<file path="src/rtl/range_scan_ctrl.sv">
// ============================================================================
// range_scan_ctrl
// ----------------------------------------------------------------------------
// Sequencer for the Collatz `range` engine. It launches a run from a requested
// start value and waits for `done`. It then sweeps the engine's result RAM once
// to find the largest iteration count and its index. Afterwards it serves
// random-access reads of that RAM for display browsing.
//
// Ports
//   clk           in   system clock
//   reset_n       in   asynchronous active-low reset
//   req           in   one-cycle run request (accepted in IDLE / DISPLAY only)
//   req_start     in   start value, latched when req is accepted
//   sel           in   browse index, used in DISPLAY
//   go            out  one-cycle launch pulse to range
//   start         out  start value to range, held until the next accepted req
//   done          in   completion level from range
//   n             out  RAM read address to range
//   count         in   RAM read data, valid the cycle after n is presented
//   busy          out  high in LAUNCH, SETTLE, RUN and SCAN
//   result_valid  out  sweep results are valid
//   error         out  the last run hit the watchdog limit
//   max_count     out  largest count found by the sweep
//   max_index     out  index of max_count (lowest index on ties)
//   sel_count     out  count at sel, refreshed only in DISPLAY
// ============================================================================
module range_scan_ctrl #(
    parameter int RAM_WORDS     = 256,
    parameter int RAM_ADDR_BITS = 8,
    parameter int TIMEOUT       = 50_000_000
) (
    input  logic                     clk,
    input  logic                     reset_n,
    input  logic                     req,
    input  logic [31:0]              req_start,
    input  logic [RAM_ADDR_BITS-1:0] sel,
    output logic                     go,
    output logic [31:0]              start,
    input  logic                     done,
    output logic [RAM_ADDR_BITS-1:0] n,
    input  logic [15:0]              count,
    output logic                     busy,
    output logic                     result_valid,
    output logic                     error,
    output logic [15:0]              max_count,
    output logic [RAM_ADDR_BITS-1:0] max_index,
    output logic [15:0]              sel_count
);

    // The sweep counter is one bit wider than the address so that the
    // terminal value RAM_WORDS is representable and never wraps to 0.
    localparam int CW = RAM_ADDR_BITS + 1;

    localparam logic [CW-1:0] SCAN_FIRST = CW'(1);
    localparam logic [CW-1:0] SCAN_LAST  = CW'(RAM_WORDS);
    localparam logic [CW-1:0] ADDR_LAST  = CW'(RAM_WORDS - 1);
    localparam logic [31:0]   WDOG_LAST  = 32'(TIMEOUT - 1);

    typedef enum logic [2:0] {
        S_IDLE,
        S_LAUNCH,
        S_SETTLE,
        S_RUN,
        S_SCAN,
        S_DISPLAY
    } state_t;

    state_t                   state_q,        state_d;
    logic [31:0]              start_q,        start_d;
    logic [RAM_ADDR_BITS-1:0] n_q,            n_d;
    logic [RAM_ADDR_BITS-1:0] n_prev_q,       n_prev_d;
    logic [CW-1:0]            scan_cnt_q,     scan_cnt_d;
    logic [31:0]              wdog_q,         wdog_d;
    logic                     result_valid_q, result_valid_d;
    logic                     error_q,        error_d;
    logic [15:0]              max_count_q,    max_count_d;
    logic [RAM_ADDR_BITS-1:0] max_index_q,    max_index_d;
    logic [15:0]              sel_count_q,    sel_count_d;

    logic                     accept;
    logic [CW-1:0]            scan_cnt_inc;

    // ------------------------------------------------------------------------
    // Next-state and datapath
    // ------------------------------------------------------------------------
    always_comb begin
        state_d        = state_q;
        start_d        = start_q;
        n_d            = n_q;
        // Address presented one cycle earlier; count in this cycle belongs to it.
        n_prev_d       = n_q;
        scan_cnt_d     = scan_cnt_q;
        wdog_d         = wdog_q;
        result_valid_d = result_valid_q;
        error_d        = error_q;
        max_count_d    = max_count_q;
        max_index_d    = max_index_q;
        sel_count_d    = sel_count_q;
        scan_cnt_inc   = scan_cnt_q + SCAN_FIRST;

        // Requests are only sampled in IDLE and DISPLAY; anything arriving
        // while busy is dropped, not queued.
        accept = req && ((state_q == S_IDLE) || (state_q == S_DISPLAY));

        case (state_q)
            S_IDLE: begin
                // Acceptance is handled below, shared with DISPLAY.
            end

            S_LAUNCH: begin
                state_d = S_SETTLE;
            end

            S_SETTLE: begin
                // range may still be showing done from the previous run, so
                // this cycle is spent ignoring it.
                wdog_d  = '0;
                state_d = S_RUN;
            end

            S_RUN: begin
                // done takes priority over the watchdog in the same cycle.
                if (done) begin
                    n_d        = '0;
                    scan_cnt_d = '0;
                    state_d    = S_SCAN;
                end else if (wdog_q == WDOG_LAST) begin
                    error_d = 1'b1;
                    state_d = S_IDLE;
                end else begin
                    wdog_d = wdog_q + 32'd1;
                end
            end

            S_SCAN: begin
                // scan_cnt_q == 0 is the cycle the first address is on the bus;
                // its data shows up when scan_cnt_q == 1.
                if (scan_cnt_q != '0) begin
                    if ((scan_cnt_q == SCAN_FIRST) || (count > max_count_q)) begin
                        max_count_d = count;
                        max_index_d = n_prev_q;
                    end
                end
                if (scan_cnt_q == SCAN_LAST) begin
                    result_valid_d = 1'b1;
                    state_d        = S_DISPLAY;
                end else begin
                    scan_cnt_d = scan_cnt_inc;
                    // After the last address the bus holds for one more cycle
                    // so the final word can be compared.
                    if (scan_cnt_q < ADDR_LAST) begin
                        n_d = scan_cnt_inc[RAM_ADDR_BITS-1:0];
                    end
                end
            end

            S_DISPLAY: begin
                n_d         = sel;
                sel_count_d = count;
            end

            default: begin
                state_d = S_IDLE;
            end
        endcase

        if (accept) begin
            start_d        = req_start;
            result_valid_d = 1'b0;
            error_d        = 1'b0;
            max_count_d    = '0;
            max_index_d    = '0;
            state_d        = S_LAUNCH;
        end
    end

    // ------------------------------------------------------------------------
    // State registers
    // ------------------------------------------------------------------------
    always_ff @(posedge clk or negedge reset_n) begin
        if (!reset_n) begin
            state_q        <= S_IDLE;
            start_q        <= '0;
            n_q            <= '0;
            n_prev_q       <= '0;
            scan_cnt_q     <= '0;
            wdog_q         <= '0;
            result_valid_q <= 1'b0;
            error_q        <= 1'b0;
            max_count_q    <= '0;
            max_index_q    <= '0;
            sel_count_q    <= '0;
        end else begin
            state_q        <= state_d;
            start_q        <= start_d;
            n_q            <= n_d;
            n_prev_q       <= n_prev_d;
            scan_cnt_q     <= scan_cnt_d;
            wdog_q         <= wdog_d;
            result_valid_q <= result_valid_d;
            error_q        <= error_d;
            max_count_q    <= max_count_d;
            max_index_q    <= max_index_d;
            sel_count_q    <= sel_count_d;
        end
    end

    // ------------------------------------------------------------------------
    // Outputs
    // ------------------------------------------------------------------------
    // go and busy decode directly from the state register, so both are glitch
    // free and return to 0 the moment reset_n falls.
    assign go           = (state_q == S_LAUNCH);
    assign busy         = (state_q == S_LAUNCH) || (state_q == S_SETTLE) ||
                          (state_q == S_RUN)    || (state_q == S_SCAN);
    assign start        = start_q;
    assign n            = n_q;
    assign result_valid = result_valid_q;
    assign error        = error_q;
    assign max_count    = max_count_q;
    assign max_index    = max_index_q;
    assign sel_count    = sel_count_q;

endmodule

</file>
<file path="config.mk">
export PLATFORM = sky130hd
export DESIGN_NAME = range_scan_ctrl
export DESIGN_NICKNAME = d
export VERILOG_FILES = /design/src/rtl/range_scan_ctrl.sv
export SDC_FILE = /design/constraint.sdc
export NUM_CORES = 1
export LEC_CHECK = 0
export CAP_MARGIN = 20
export CORE_MARGIN = 2
export CORE_UTILIZATION = 40
export DETAILED_ROUTE_END_ITERATION = 10
export GPL_TIMING_DRIVEN = 0
export PLACE_DENSITY = 0.69
export REMOVE_ABC_BUFFERS = 1
export SYNTH_ARGS = -nofsm -noshare
export SYNTH_HDL_FRONTEND = slang
export SYNTH_SLANG_ARGS = --single-unit
</file>
<file path="constraint.sdc">
create_clock -name clk -period 2.2 [get_ports clk]
set_input_delay 0.22 -clock clk [delete_from_list [all_inputs] [get_ports clk]]
set_output_delay 0.22 -clock clk [all_outputs]
set_load 0.005 [all_outputs]
</file>
==> results of run 1 <==
## where the power goes
group / total, mW / internal [mW] / switching, mW
sequential: 3.82 / 3.27 / 0.546
clock: 2.81 / 1.80 / 1.01
combinational: 4.34 / 2.53 / 1.80
## timing repair
item | in CTS | in global routing
setup buffers | 11 | 16
endpoints found under the hold margin | 53 | 0
pin swaps | 6 | 28
gates resized for setup | 24 | 23
endpoints found under the setup margin | 110 | 46
cloned | 2 | 2
hold buffers | 1 | 0
## area by class of cell
class | count | area, µm²
tap | 211 | 264.0
inverter | 27 | 101.3
timing repair buffer | 178 | 1789
clock buffer | 23 | 457.9
fill | 1257 | 6201
multi-input combinational | 407 | 3015
clock inverter | 9 | 126.4
sequential | 134 | 3359
## through the flow
step	total power [mW]	TNS (ns)	hold slack, ns	cells	util, %
floorplan	5.543	-58.78	-0.07559	565	-
global placement	7.492	-736.47	0.3847	919	51.47
detailed placement	7.787	-37.36	0.2131	925	52.21
CTS	10.85	-0.2151	0.3392	971	57.57
global route	11.65	-1.904	0.3661	989	59.51
finish	10.97	-0.5715	0.3295	989	59.51
## cells by family after synthesis
kind of cell	count (synthesis)	synth area share (%)
DFF	134	53.19
and+or+nand+nor	222	17.72
adders and majority gates	20	3.969
buffers and inverters	51	3.473
muxes	44	8.077
xor gates and xnor gates	37	5.140
AOI/OAI and AO/OA	81	8.434
## sequential cells by signal (all words and copies together), names as in the netlist
signal	count
n_prev_q	8
wdog_q	32
start	32
max_index	8
result_valid	1
state_q	3
scan_cnt_q	9
error	1
n	8
max_count	16
sel_count	16
## cells in the mapped netlist (all sizes together), types with 4 or more instances
cell	count	share of area (%)
a211oi	5	0.60
a21oi	19	1.5
a22o	16	2.2
and3	7	0.69
and4	5	0.69
buf	11	1.1
clkbuf	13	0.77
dfrtp	134	53
ha	20	4.0
inv	27	1.6
mux2	43	7.9
nand2	81	4.8
nand2b	4	0.40
nand3	20	1.7
nand4	13	1.4
nor2	51	3.0
nor2b	10	0.99
nor3	8	0.64
nor4	7	1.4
o21ai	22	1.8
o31ai	4	0.48
xnor2	17	2.4
xor2	20	2.8
## worst max-delay path, delay by kind of cell (launching register included)
kind                     cells  cell delay (ns)
AND/OR/NAND/NOR              3             0.54
AO/OA/AOI/OAI                1             0.40
flip-flops                   1             0.37
multiplexers                 1             0.31
adder cells (fa/ha/maj)      1             0.28
buffers and inverters        2             0.24
## per-layer routing
metal | vias to the layer above | global-route usage, % | share of wire, %
met5 | - | 0 | 0
met4 | 0 | 6.831 | 1.3
met3 | 17 | 4.335 | 3.2
met2 | 95 | 32.32 | 52
met1 | 2502 | 23.63 | 43
li1 | 2403 | - | -
## worst paths after layout
check / startpoint / endpoint / cells after the start
max reg2reg: max_count[8] / max_index[6] / 8
min reg2reg: n[5] / n_prev_q[5] / 0
min: reset_n / wdog_q[27] / 2
max: max_count[8] / max_index[6] / 8
max in group asynchronous: reset_n / wdog_q[0] / 3
min in group clk: n[5] / n_prev_q[5] / 0
==> metrics.md, run 1 <==
| Metric | Value |
|---|---|
| Fin. Hold Viols | `0` |
| Die H | `129.5 µm` |
| Crit Path Class | `reg -> reg` |
| Placement Setup Slack | `-0.8475 ns` |
| Worst Slack Setup Final | `-0.06318 ns` |
| Clock Root Buffer | `clkbuf_16` |
| CP Max Fanout | `6` |
| Antenna cell count | `0` |
| Routability cong. | `0.8186` |
| Syn Inst Count | `589` |
| Worst-margin pin slew | `0.7753 ns` |
| First-pass GRT wire length | `25.03 mm` |
| Most frequent cells in the layout | `clkdlybuf4s50_1 (142), dfrtp_1 (131), nand2_1 (80)` |
| CTS Buffer Depth | `2` |
| Initial Util | `between 40% and 50%` |
| WP data arrival | `2.55 ns` |
| Area post-placement | `7996 µm²` |
| Mean Syn Cell Area | `10.70 µm²` |
| GRT Util Overall | `between 10% and 20%` |
| Max cap viols | `0` |
| Max Freq | `0.4419 GHz` |
| Layout cells sized above 1 | `18.64%` |
| Yosys warnings | `0` |
| Setup violators final | `20` |
| Crit-path cells | `inv_1, ha_1, nand4_1, nor4_4, buf_4, nor2_4, a211o_4, mux2_4` |
| Synth cell types | `55` |
| Largest net degree at the start of global routing | `82` |
| Vias in the first global route | `~5,000` |
| Post-synthesis sequential area ratio | `53.19%` |
| Post-Route WL | `15.71 mm` |
| Wire per inst | `15.89 µm` |
| Relative slew margins | `about half` |
| CP Data Required Time | `2.49 ns` |
| Clock Pin Slew Worst Setup and Hold Paths | `0.05 ns` |
| Min Tclk post-route | `around 2.3 ns` |
| R2r setup slk | `-0.06 ns` |
| Cell area after synthesis | `6305 µm²` |
| Core area | `about 15,000 µm²` |
| Maximum vdd drop | `between 0.0005 and 0.0006 V` |
| Clock sinks | `roughly 130` |
| Htree depth | `4` |
| Pre-Repair DR Iteration Count | `5` |
| Startpoint types | `flip-flop` |
| Site Rows | `45` |
| Full die area | `~17,000 µm²` |
| Post-synth EDFFs | `0` |
| I/O Buffers | `roughly 140` |
| Status | `complete, but fails checks` |
| CP max stage cell | `a211o_4` |
| Initial antenna violation count | `0` |
| Worst setup EP type | `flip-flop` |
| Vias | `5,017` |
| Clock skew | `0.01095 ns` |
| Routed Antenna Nets | `0` |
| #FFs+latches synth | `134` |
| Die W | `129.5 µm` |
| Dominant synthesized flop cell | `dfrtp_1` |
| Drt first-iter violations | `246` |
| CTS buffer count | `17` |
| Worst hold path class | `in -> async` |
| Via density | `roughly 5` |
| Final period utilization | `102.9%` |
| Final Instance Area | `9114 µm²` |
| Most common cell after layout, fill and taps aside | `clkdlybuf4s50_1` |
| Area delta synth->final | `44.55%` |
| Slew Viols, Final | `0` |
| # nets final | `845` |
| CTS tree | `built` |
| # DRC | `0` |
| Largest stage delay on the critical path | `around 0.40 ns` |
| Dpl hpwl | `about 11 mm` |
| Failing checks | `setup timing` |
| RSZ-0062 raised after global routing | `true` |
| Leak | `3.996 nW` |
| Worst-skew pair later-pin latency | `~0.41 ns` |
| Power Dens Cells | `1204 nW/µm²` |
| Io pins | `144` |
| Post-synth ARST share | `between 90% and 100%` |
| Total gr overflow | `0` |
Note: power is estimated with default switching activity, not from simulation.
==> inputs of run 2 (changes only) <==
CORE_MARGIN = 5   (was 2)
MAX_ROUTING_LAYER = met4   (was unset)
==> metrics.md, run 2 (synthesis results as in run 1) <==
| Metric | Value |
|---|---|
| Status | `complete, but fails checks` |
| Failing checks | `setup timing` |
| I/O Buffers | `143 (unchanged)` |
| CTS tree | `built` |
| Dpl hpwl | `10.75 mm (+2.2%)` |
| Initial antenna violation count | `0 (unchanged)` |
| Layout cells sized above 1 | `18.70% (+0.064 points)` |
| RSZ-0062 raised after global routing | `true` |
| # DRC | `0 (unchanged)` |
| Non-Filler Instances | `981 (-0.81%)` |
| Htree depth | `4 (unchanged)` |
| Worst hold path class | `in -> async` |
| Max cap viols | `0 (unchanged)` |
| Post-Route WL | `15.82 mm (+0.71%)` |
| Wire per inst | `16.13 µm (+1.5%)` |
| Routability cong. | `0.8111 (-0.92%)` |
| Most common cell after layout, fill and taps aside | `clkdlybuf4s50_1` |
| Clock skew | `0.008133 ns (-0.002815 ns)` |
| Maximum vdd drop | `0.0006005 V (+5.1%)` |
| Crit Path Class | `reg -> reg` |
| M3 GR Usage | `3.418% (-0.92 points)` |
| CTS Buffer Depth | `2 (unchanged)` |
| Cells after DPL | `925 (unchanged)` |
| Power Dens Cells | `1206 nW/µm² (+0.18%)` |
| Worst-skew pair later-pin latency | `0.41 ns (about the same)` |
| # nets final | `837 (-0.95%)` |
| Min Tclk post-route | `2.313 ns (+0.04973 ns)` |
| Clock Pin Slew Worst Setup and Hold Paths | `0.06 ns (about the same)` |
| Grt met1 use | `21.47% (-2.2 points)` |
| GRT Util Overall | `17.57% (-1.4 points)` |
| Die W | `135.5 µm (+4.6%)` |
| GRT met2 Usage | `29.37% (-3.0 points)` |
| Pre-Repair DR Iteration Count | `4 (-1)` |
| First-pass GRT wire length | `25.22 mm (+0.77%)` |
| Total gr overflow | `0 (unchanged)` |
| Site Rows | `45 (unchanged)` |
| WP data arrival | `2.61 ns (+0.06 ns)` |
| CP Max Fanout | `6 (unchanged)` |
| CTS buffer count | `17 (unchanged)` |
| Startpoint types | `flip-flop` |
| Core area | `15,310 µm² (unchanged)` |
| Setup violators final | `22 (+10%)` |
| Largest net degree at the start of global routing | `95 (+16%)` |
| Initial Util | `41.17% (unchanged)` |
| Worst-margin pin slew | `0.7498 ns (-0.02551 ns)` |
| Grt peak-use layer | `met2` |
| Slew Viols, Final | `0 (unchanged)` |
| Die H | `135.5 µm (+4.6%)` |
| Pwr Total | `10.88 mW (-0.85%)` |
| Routed Antenna Nets | `0 (unchanged)` |
| Most frequent cells in the layout | `clkdlybuf4s50_1 (142), dfrtp_1 (130), nand2_1 (80)` |
| Via density | `5.090 (+0.33%)` |
| Leak | `3.945 nW (-1.3%)` |
| Fin. Hold Viols | `0 (unchanged)` |
| Worst setup EP type | `flip-flop` |
| CP Data Required Time | `2.50 ns (about the same)` |
| Max Freq | `0.4324 GHz (-2.2%)` |
| Vias in the first global route | `5,038 (+0.48%)` |
| Relative slew margins | `49.83% (+1.7 points)` |
| Worst Slack Setup Final | `-0.1129 ns (-0.04973 ns)` |
| Io pins | `144 (unchanged)` |
| Drt first-iter violations | `254 (+3.3%)` |
| Clock Root Buffer | `clkbuf_16` |
| Final period utilization | `105.1% (+2.3 points)` |
| Antenna cell count | `0 (unchanged)` |
| Full die area | `18,370 µm² (+9.5%)` |
| Area delta synth->final | `43.06%` |
| Vias | `4,993 (-0.48%)` |
| Clock sinks | `134 (unchanged)` |
## run 2: cell count changes in the layout (fill, tap and decap cells not counted), moves of 3 or more
cell and change:
buf_4 -6, clkbuf_1 -4, clkinv_4 +3, inv_1 -3, inv_2 +3
## run 2: where the power goes
group	total [mW]	switching [mW]	leakage [nW]	internal, mW
Clock	2.76	1.08	0.278	1.68
Sequential	3.83	0.558	1.73	3.27
Combinational	4.29	1.79	1.93	2.50
Total	10.9	3.43	3.94	7.45
## run 2: final cells by class
type | instances | area, µm²
clock buffers | 18 | 429.2
fillers | 1269 | 6295
well taps | 211 | 264.0
inverters | 27 | 101.3
repair buffers | 170 | 1722
multi-input cells | 407 | 2990
clock inverters | 14 | 152.6
flip-flops and latches | 134 | 3361
## run 2: stage by stage
step	hold slack (ns)	area [µm²]	TNS [ns]	utilization [%]	setup WS [ns]
after global routing	0.3084	9020	-4.070	58.90	-0.2115
final	0.2832	9020	-1.814	58.90	-0.1129
after global placement	0.3863	7883	-740.17	51.47	-4.449
after floorplan	-0.07559	6187	-58.78	-	-1.522
after detailed placement	0.1616	7996	-40.03	52.21	-0.8975
after CTS	0.2808	8805	-0.1846	57.49	-0.03911
## run 2: final timing paths
kind	start	endpoint	cells past startpoint	slack (ns)
setup reg to reg	max_count[1]	max_index[3]	8	-0.11
hold reg to reg	n[2]	n_prev_q[2]	0	0.41
setup / recovery	max_count[1]	max_index[3]	8	-0.11
min in group clk	n[2]	n_prev_q[2]	0	0.41
max in group asynchronous	reset_n	max_count[15]	3	1.14
hold / removal	reset_n	wdog_q[28]	2	0.28
## run 2: worst max-delay path: stages (launching register included)
cell and delay (ns):
dfrtp_1 0.39, inv_2 0.07, ha_4 0.19, nor2b_1 0.12, o211ai_1 0.17, a21oi_1 0.12
o31a_1 0.39, a211o_4 0.43, mux2_4 0.31
## run 2: timing repair
item                                    CTS  global route
gates cloned                              2             2
endpoints found under the hold margin    40             0
buffers inserted                          9            10
hold buffers                              1             0
endpoints found under the setup margin  111            33
resized for setup                        25            22
pin swaps                                 4            19
## run 2: metal layers
metal,vias to the layer above,wire [µm]
met5,-,0
met4,0,253
met3,20,647
met2,89,8170
met1,2491,6751
li1,2393,-
==> RTL change 1 (settings of run 2) <==
Take the reset off `n_q` and load it in a clocked block of its own.
--- a/src/rtl/range_scan_ctrl.sv
+++ b/src/rtl/range_scan_ctrl.sv
@@ -181,7 +181,6 @@
         if (!reset_n) begin
             state_q        <= S_IDLE;
             start_q        <= '0;
-            n_q            <= '0;
             n_prev_q       <= '0;
             scan_cnt_q     <= '0;
             wdog_q         <= '0;
@@ -193,7 +192,6 @@
         end else begin
             state_q        <= state_d;
             start_q        <= start_d;
-            n_q            <= n_d;
             n_prev_q       <= n_prev_d;
             scan_cnt_q     <= scan_cnt_d;
             wdog_q         <= wdog_d;
@@ -203,6 +201,10 @@
             max_index_q    <= max_index_d;
             sel_count_q    <= sel_count_d;
         end
+    end
+
+    always_ff @(posedge clk) begin
+        n_q <= n_d;
     end
 
     // ------------------------------------------------------------------------
Behaviour: differs if reset_n is asserted again (counterexample within 10 cycles, from zero or initial values and one cycle with reset_n low); with reset_n held inactive, the same outputs for 10 cycles.
==> RTL change 1 against run 2 <==
  * The run still ends with negative setup slack left
  * Synthesized area is 2.2% higher
  * Wire length increased by 14%
  * Power down 1.5%
  * Fmax is 0.66% higher
  * Global-route usage grew 2.0 points
  * Largest cell class unchanged
  * Clock skew grew 0.0039 ns
  * Final cell count up 1.5%
  * Critical path depth grew 1
  * Largest power group unchanged
  * Highest routed layer unchanged
  * Design area increased by 4.4%
  * Critical path type unchanged
  * Worst setup slack better by 0.015 ns
  * Sequential cell count is the same
==> RTL change 1: results (changes against run 2) <==
Worst Skew - 0.0121 ns (was 0.00813 ns)
M1 WL - 7760 µm (was 6750 µm)
Synth top area share - 48.9% (was 53.2%)
Met3 Use GR - 5.26% (was 3.42%)
First drt pass iteration count - 5 (was 4)
Global Route Usage Sum - 19.6% (was 17.6%)
FF-to-FF Start - max_count[14]$_DFFE_PN0P_ (was max_count[1]$_DFFE_PN0P_)
Pleak - 0.00397 µW (was 0.00394 µW)
Worst Reg-to-Reg Cells - 9 (was 8)
Final WS setup - -0.0978 ns (was -0.113 ns)
Worst-Margin Slew - 0.785 ns (was 0.750 ns)
WHS - 0.278 ns (was 0.283 ns)
Violated checks - negative setup slack (unchanged)
Reg-to-reg slack, setup - -0.1 ns (was -0.11 ns)
Clk buf depth - 2 (unchanged)
Commonest cells post-synth - dfrtp_1, mux2_2, nor2_1, a21oi_1, nand2_1 (was dfrtp_1, nand2_1, nor2_1, mux2_2, inv_1)
GP Congestion - 0.900 (was 0.811)
Pin count of the biggest net entering global routing - 92 (was 95)
Register area share after synthesis - 52.7% (was 53.2%)
CP Max Fanout - 7 (was 6)
Grt met1 use - 24.4% (was 21.5%)
Status - complete, but fails checks (unchanged)
Routed wl met3 - 1410 µm (was 647 µm)
Met2 Usage GRT - 31.4% (was 29.4%)
First-pass GRT wire length - 28,000 µm (was 25,200 µm)
Nets - 847 (was 837)
Worst r2r dst - max_count[13]$_DFFE_PN0P_ (was max_index[3]$_DFFE_PN0P_)
Worst vdd ir - 0.000662 V (was 0.000601 V)
Routed vias - 5,323 (was 4,993)
Worst path max stage delay - 0.37 ns (was 0.43 ns)
Final setup viols - 15 (was 22)
Top post-synthesis cells by area - dfrtp_1, mux2_2, ha_1, edfxtp_1, mux2_1 (was dfrtp_1, mux2_2, nand2_1, ha_1, nor2_1)
Slowest CP cell - dfrtp_1 (was a211o_4)
Number of synthesized flops with an enable pin - 8 (was 0)
HPWL after detailed placement - 12,100 µm (was 10,700 µm)
Average wire per cell in the routed design - 18.1 µm (was 16.1 µm)
RTL change 1: cells by family (layout without fill, tap and decap cells):
logic type	Yosys count	after routing	share of synthesized area, %
buf+inv	56	251	3.71
simple gates	198	199	16.7
mux	73	73	12.7
compound gates	82	82	7.53
flops	134	134	52.7
xor+xnor	21	21	2.85
fa+ha+maj	20	20	3.88
RTL change 1: worst max-delay path: cells and delay by family (launching register included):
family	cells	cell delay [ns]
flip-flops	1	0.37
adder cells (fa/ha/maj)	1	0.27
AND/OR/NAND/NOR	2	0.54
multiplexers	1	0.31
buffers and inverters	3	0.34
AO/OA/AOI/OAI	2	0.34
RTL change 1: area by class of cell:
cell class | instances | area, µm²
timing repair buffer | 192 | 1890
tap | 216 | 270
sequential | 134 | 3400
fill | 1179 | 6410
inverter | 27 | 101
multi-input combinational | 395 | 3090
clock inverter | 12 | 186
clock buffer | 20 | 479
RTL change 1: report_power, final:
part	switching [µW]	internal [µW]
registers	448	3240
logic	1560	2320
clock network	1100	2050
total	3110	7600
RTL change 1: repair_timing:
| action | CTS | global route |
|---|---|---|
| hold buffers | 1 | 0 |
| setup endpoints to repair | 111 | 36 |
| pin swaps | 10 | 7 |
| gates cloned | 1 | 1 |
| setup buffers | 24 | 17 |
| gates resized for setup | 49 | 12 |
| endpoints found under the hold margin | 35 | 0 |
RTL change 1: stage by stage:
stage / setup TNS [ns] / setup WS (ns) / cells / instance area [µm²]
after floorplan: -190.75 / -3.20 / 555 / 6310
after global placement: -852.75 / -5.73 / 914 / 8010
after detailed placement: -42.55 / -0.723 / 923 / 8180
after CTS: -0.379 / -0.0412 / 981 / 9290
after global routing: -2.45 / -0.163 / 996 / 9410
final: -0.914 / -0.0978 / 996 / 9410
==> RTL change 2 (flow settings as in run 2) <==
Made on the original files. Set the parameter `RAM_ADDR_BITS` to 9 (it was 8).
--- a/src/rtl/range_scan_ctrl.sv
+++ b/src/rtl/range_scan_ctrl.sv
@@ -26,7 +26,7 @@
 // ============================================================================
 module range_scan_ctrl #(
     parameter int RAM_WORDS     = 256,
-    parameter int RAM_ADDR_BITS = 8,
+    parameter int RAM_ADDR_BITS = 9,
     parameter int TIMEOUT       = 50_000_000
 ) (
     input  logic                     clk,
Ports: changed (resized max_index, n and sel); port bits go from 144 to 147. No check against the original RTL was run, so the function may have changed too.
==> RTL change 2 against run 2 <==
  * The flow still finishes with violations (negative setup slack)
  * Power shrank 1.2%
  * Worst setup slack worse by 0.067 ns
  * Highest routed layer unchanged
  * Design area grew 1.9%
  * Clock power rose by 3%
  * Wire length rose by 5.9%
  * Sequential cell count increased by 4
  * Synthesized area grew 4.1%
  * Global-route usage up 0.59 points
==> RTL change 2: results (changes against run 2) <==
Register area share after synthesis - 52.6% (was 53.2%)
Worst vdd ir - 0.000579 V (was 0.000601 V)
GP Congestion - 0.845 (was 0.811)
Top post-synthesis cells by area - dfrtp_1, mux2_2, nand2_1, mux2_4, ha_1 (was dfrtp_1, mux2_2, nand2_1, ha_1, nor2_1)
First-pass GRT wire length - 27,700 µm (was 25,200 µm)
Commonest cells post-synth - dfrtp_1, nand2_1, nor2_1, mux2_2, xor2_1 (was dfrtp_1, nand2_1, nor2_1, mux2_2, inv_1)
Final setup viols - 24 (was 22)
M1 WL - 7430 µm (was 6750 µm)
Avg Synthesized Cell Area - 10.9 µm² (was 10.7 µm²)
Met2 wire length - 8240 µm (was 8170 µm)
Met3 Use GR - 4.79% (was 3.42%)
Routed wl met3 - 894 µm (was 647 µm)
Nets - 848 (was 837)
Diode count - 0 (unchanged)
Status - complete, but fails checks (unchanged)
Worst Reg-to-Reg Cells - 9 (was 8)
Worst path max stage delay - 0.47 ns (was 0.43 ns)
Int Pwr - 7460 µW (was 7450 µW)
Via density - 5.20 (was 5.09)
Hold Crit Class - in -> async (unchanged)
Cell variety after synth - 57 (was 55)
Share of cells above drive strength 1 - 18.2% (was 18.7%)
Clk pwr - 2850 µW (was 2760 µW)
I/O Buffers - 146 (was 143)
Setup_tns - -3.77 ns (was -1.81 ns)
Clock group share of total power - 26.6% (was 25.3%)
Pleak - 0.00412 µW (was 0.00394 µW)
Slowest CP cell - or4_4 (was a211o_4)
CP Max Fanout - 7 (was 6)
Placed instance area - 8250 µm² (was 8000 µm²)
Fillcell total - 1,326 (was 1,269)
First drt pass iteration count - 4 (unchanged)
Vias in the first global route - 5,301 (was 5,038)
Initial DRC Count - 290 (was 254)
Violated checks - negative setup slack (unchanged)
Critical path arrival - 2.68 ns (was 2.61 ns)
CP top delay family - simple AND/OR/NAND/NOR gates (was compound AO/OA/AOI/OAI gates)
Average wire per cell in the routed design - 16.8 µm (was 16.1 µm)
Worst-Margin Slew - 0.628 ns (was 0.750 ns)
Grt met1 use - 22.5% (was 21.5%)
Combinational power - 4100 µW (was 4290 µW)
Placed Cells - 946 (was 925)
Met2 Usage GRT - 29.3% (was 29.4%)
Final WS setup - -0.180 ns (was -0.113 ns)
CTS root buffer - clkbuf_16 (unchanged)
Global Route Usage Sum - 18.2% (was 17.6%)
Crit path launch - max_count[1]$_DFFE_PN0P_ (unchanged)
Pin count of the biggest net entering global routing - 100 (was 95)
WL final - 16,800 µm (was 15,800 µm)
Worst Skew - 0.00701 ns (was 0.00813 ns)
Worst Setup Slack post-DPL - -1.08 ns (was -0.897 ns)
HPWL after detailed placement - 11,900 µm (was 10,700 µm)
==> RTL change 2: cell types whose count changed in the layout (fill, tap and decap cells not counted), sizes merged, moves of 5 or more <==
cell,delta
inv,-7
mux2,+13
nand3,-6
xnor2,-10
a22o,-14
buf,-6
xor2,+5
nor2,+16
nand4,+5
==> RTL change 2: timing repair <==
item	in CTS	in global routing
endpoints found under the hold margin	39	0
hold buffers	1	0
pin swaps	9	4
gates resized for setup	27	12
setup buffers	11	4
cloned	1	1
endpoints found under the setup margin	101	47
==> RTL change 2: area by class of cell <==
| cell class | instances | area (µm²) | area share, % |
|---|---|---|---|
| Clock inverter | 11 | 146 | 1.59 |
| Tap cell | 216 | 270 | 2.94 |
| Timing Repair Buffer | 166 | 1700 | 18.5 |
| Multi-Input combinational cell | 421 | 3080 | 33.5 |
| Sequential cell | 138 | 3460 | 37.6 |
| Clock buffer | 21 | 450 | 4.90 |
| Inverter | 23 | 87.6 | 0.953 |
==> RTL change 2: path summary, 6_finish.rpt <==
kind                                            end  slack [ns]
setup / recovery           max_count[3]$_DFFE_PN0P_       -0.18
hold / removal                start[22]$_DFFE_PN0P_        0.29
setup reg to reg           max_count[3]$_DFFE_PN0P_       -0.18
hold reg to reg               n_prev_q[6]$_DFF_PN0_        0.40
max in group asynchronous  sel_count[6]$_DFFE_PN0N_        1.10
min in group clk              n_prev_q[6]$_DFF_PN0_        0.40
==> RTL change 2: kinds of logic after synthesis <==
group                    Yosys count  share of synthesized area, %
buffers and inverters             45                          3.32
XOR/XNOR                          32                          4.27
AO/OA/AOI/OAI                     66                          6.73
flip-flops                       138                          52.6
AND/OR/NAND/NOR                  240                          17.8
adder cells (fa/ha/maj)           20                          3.81
multiplexers                      61                          11.5
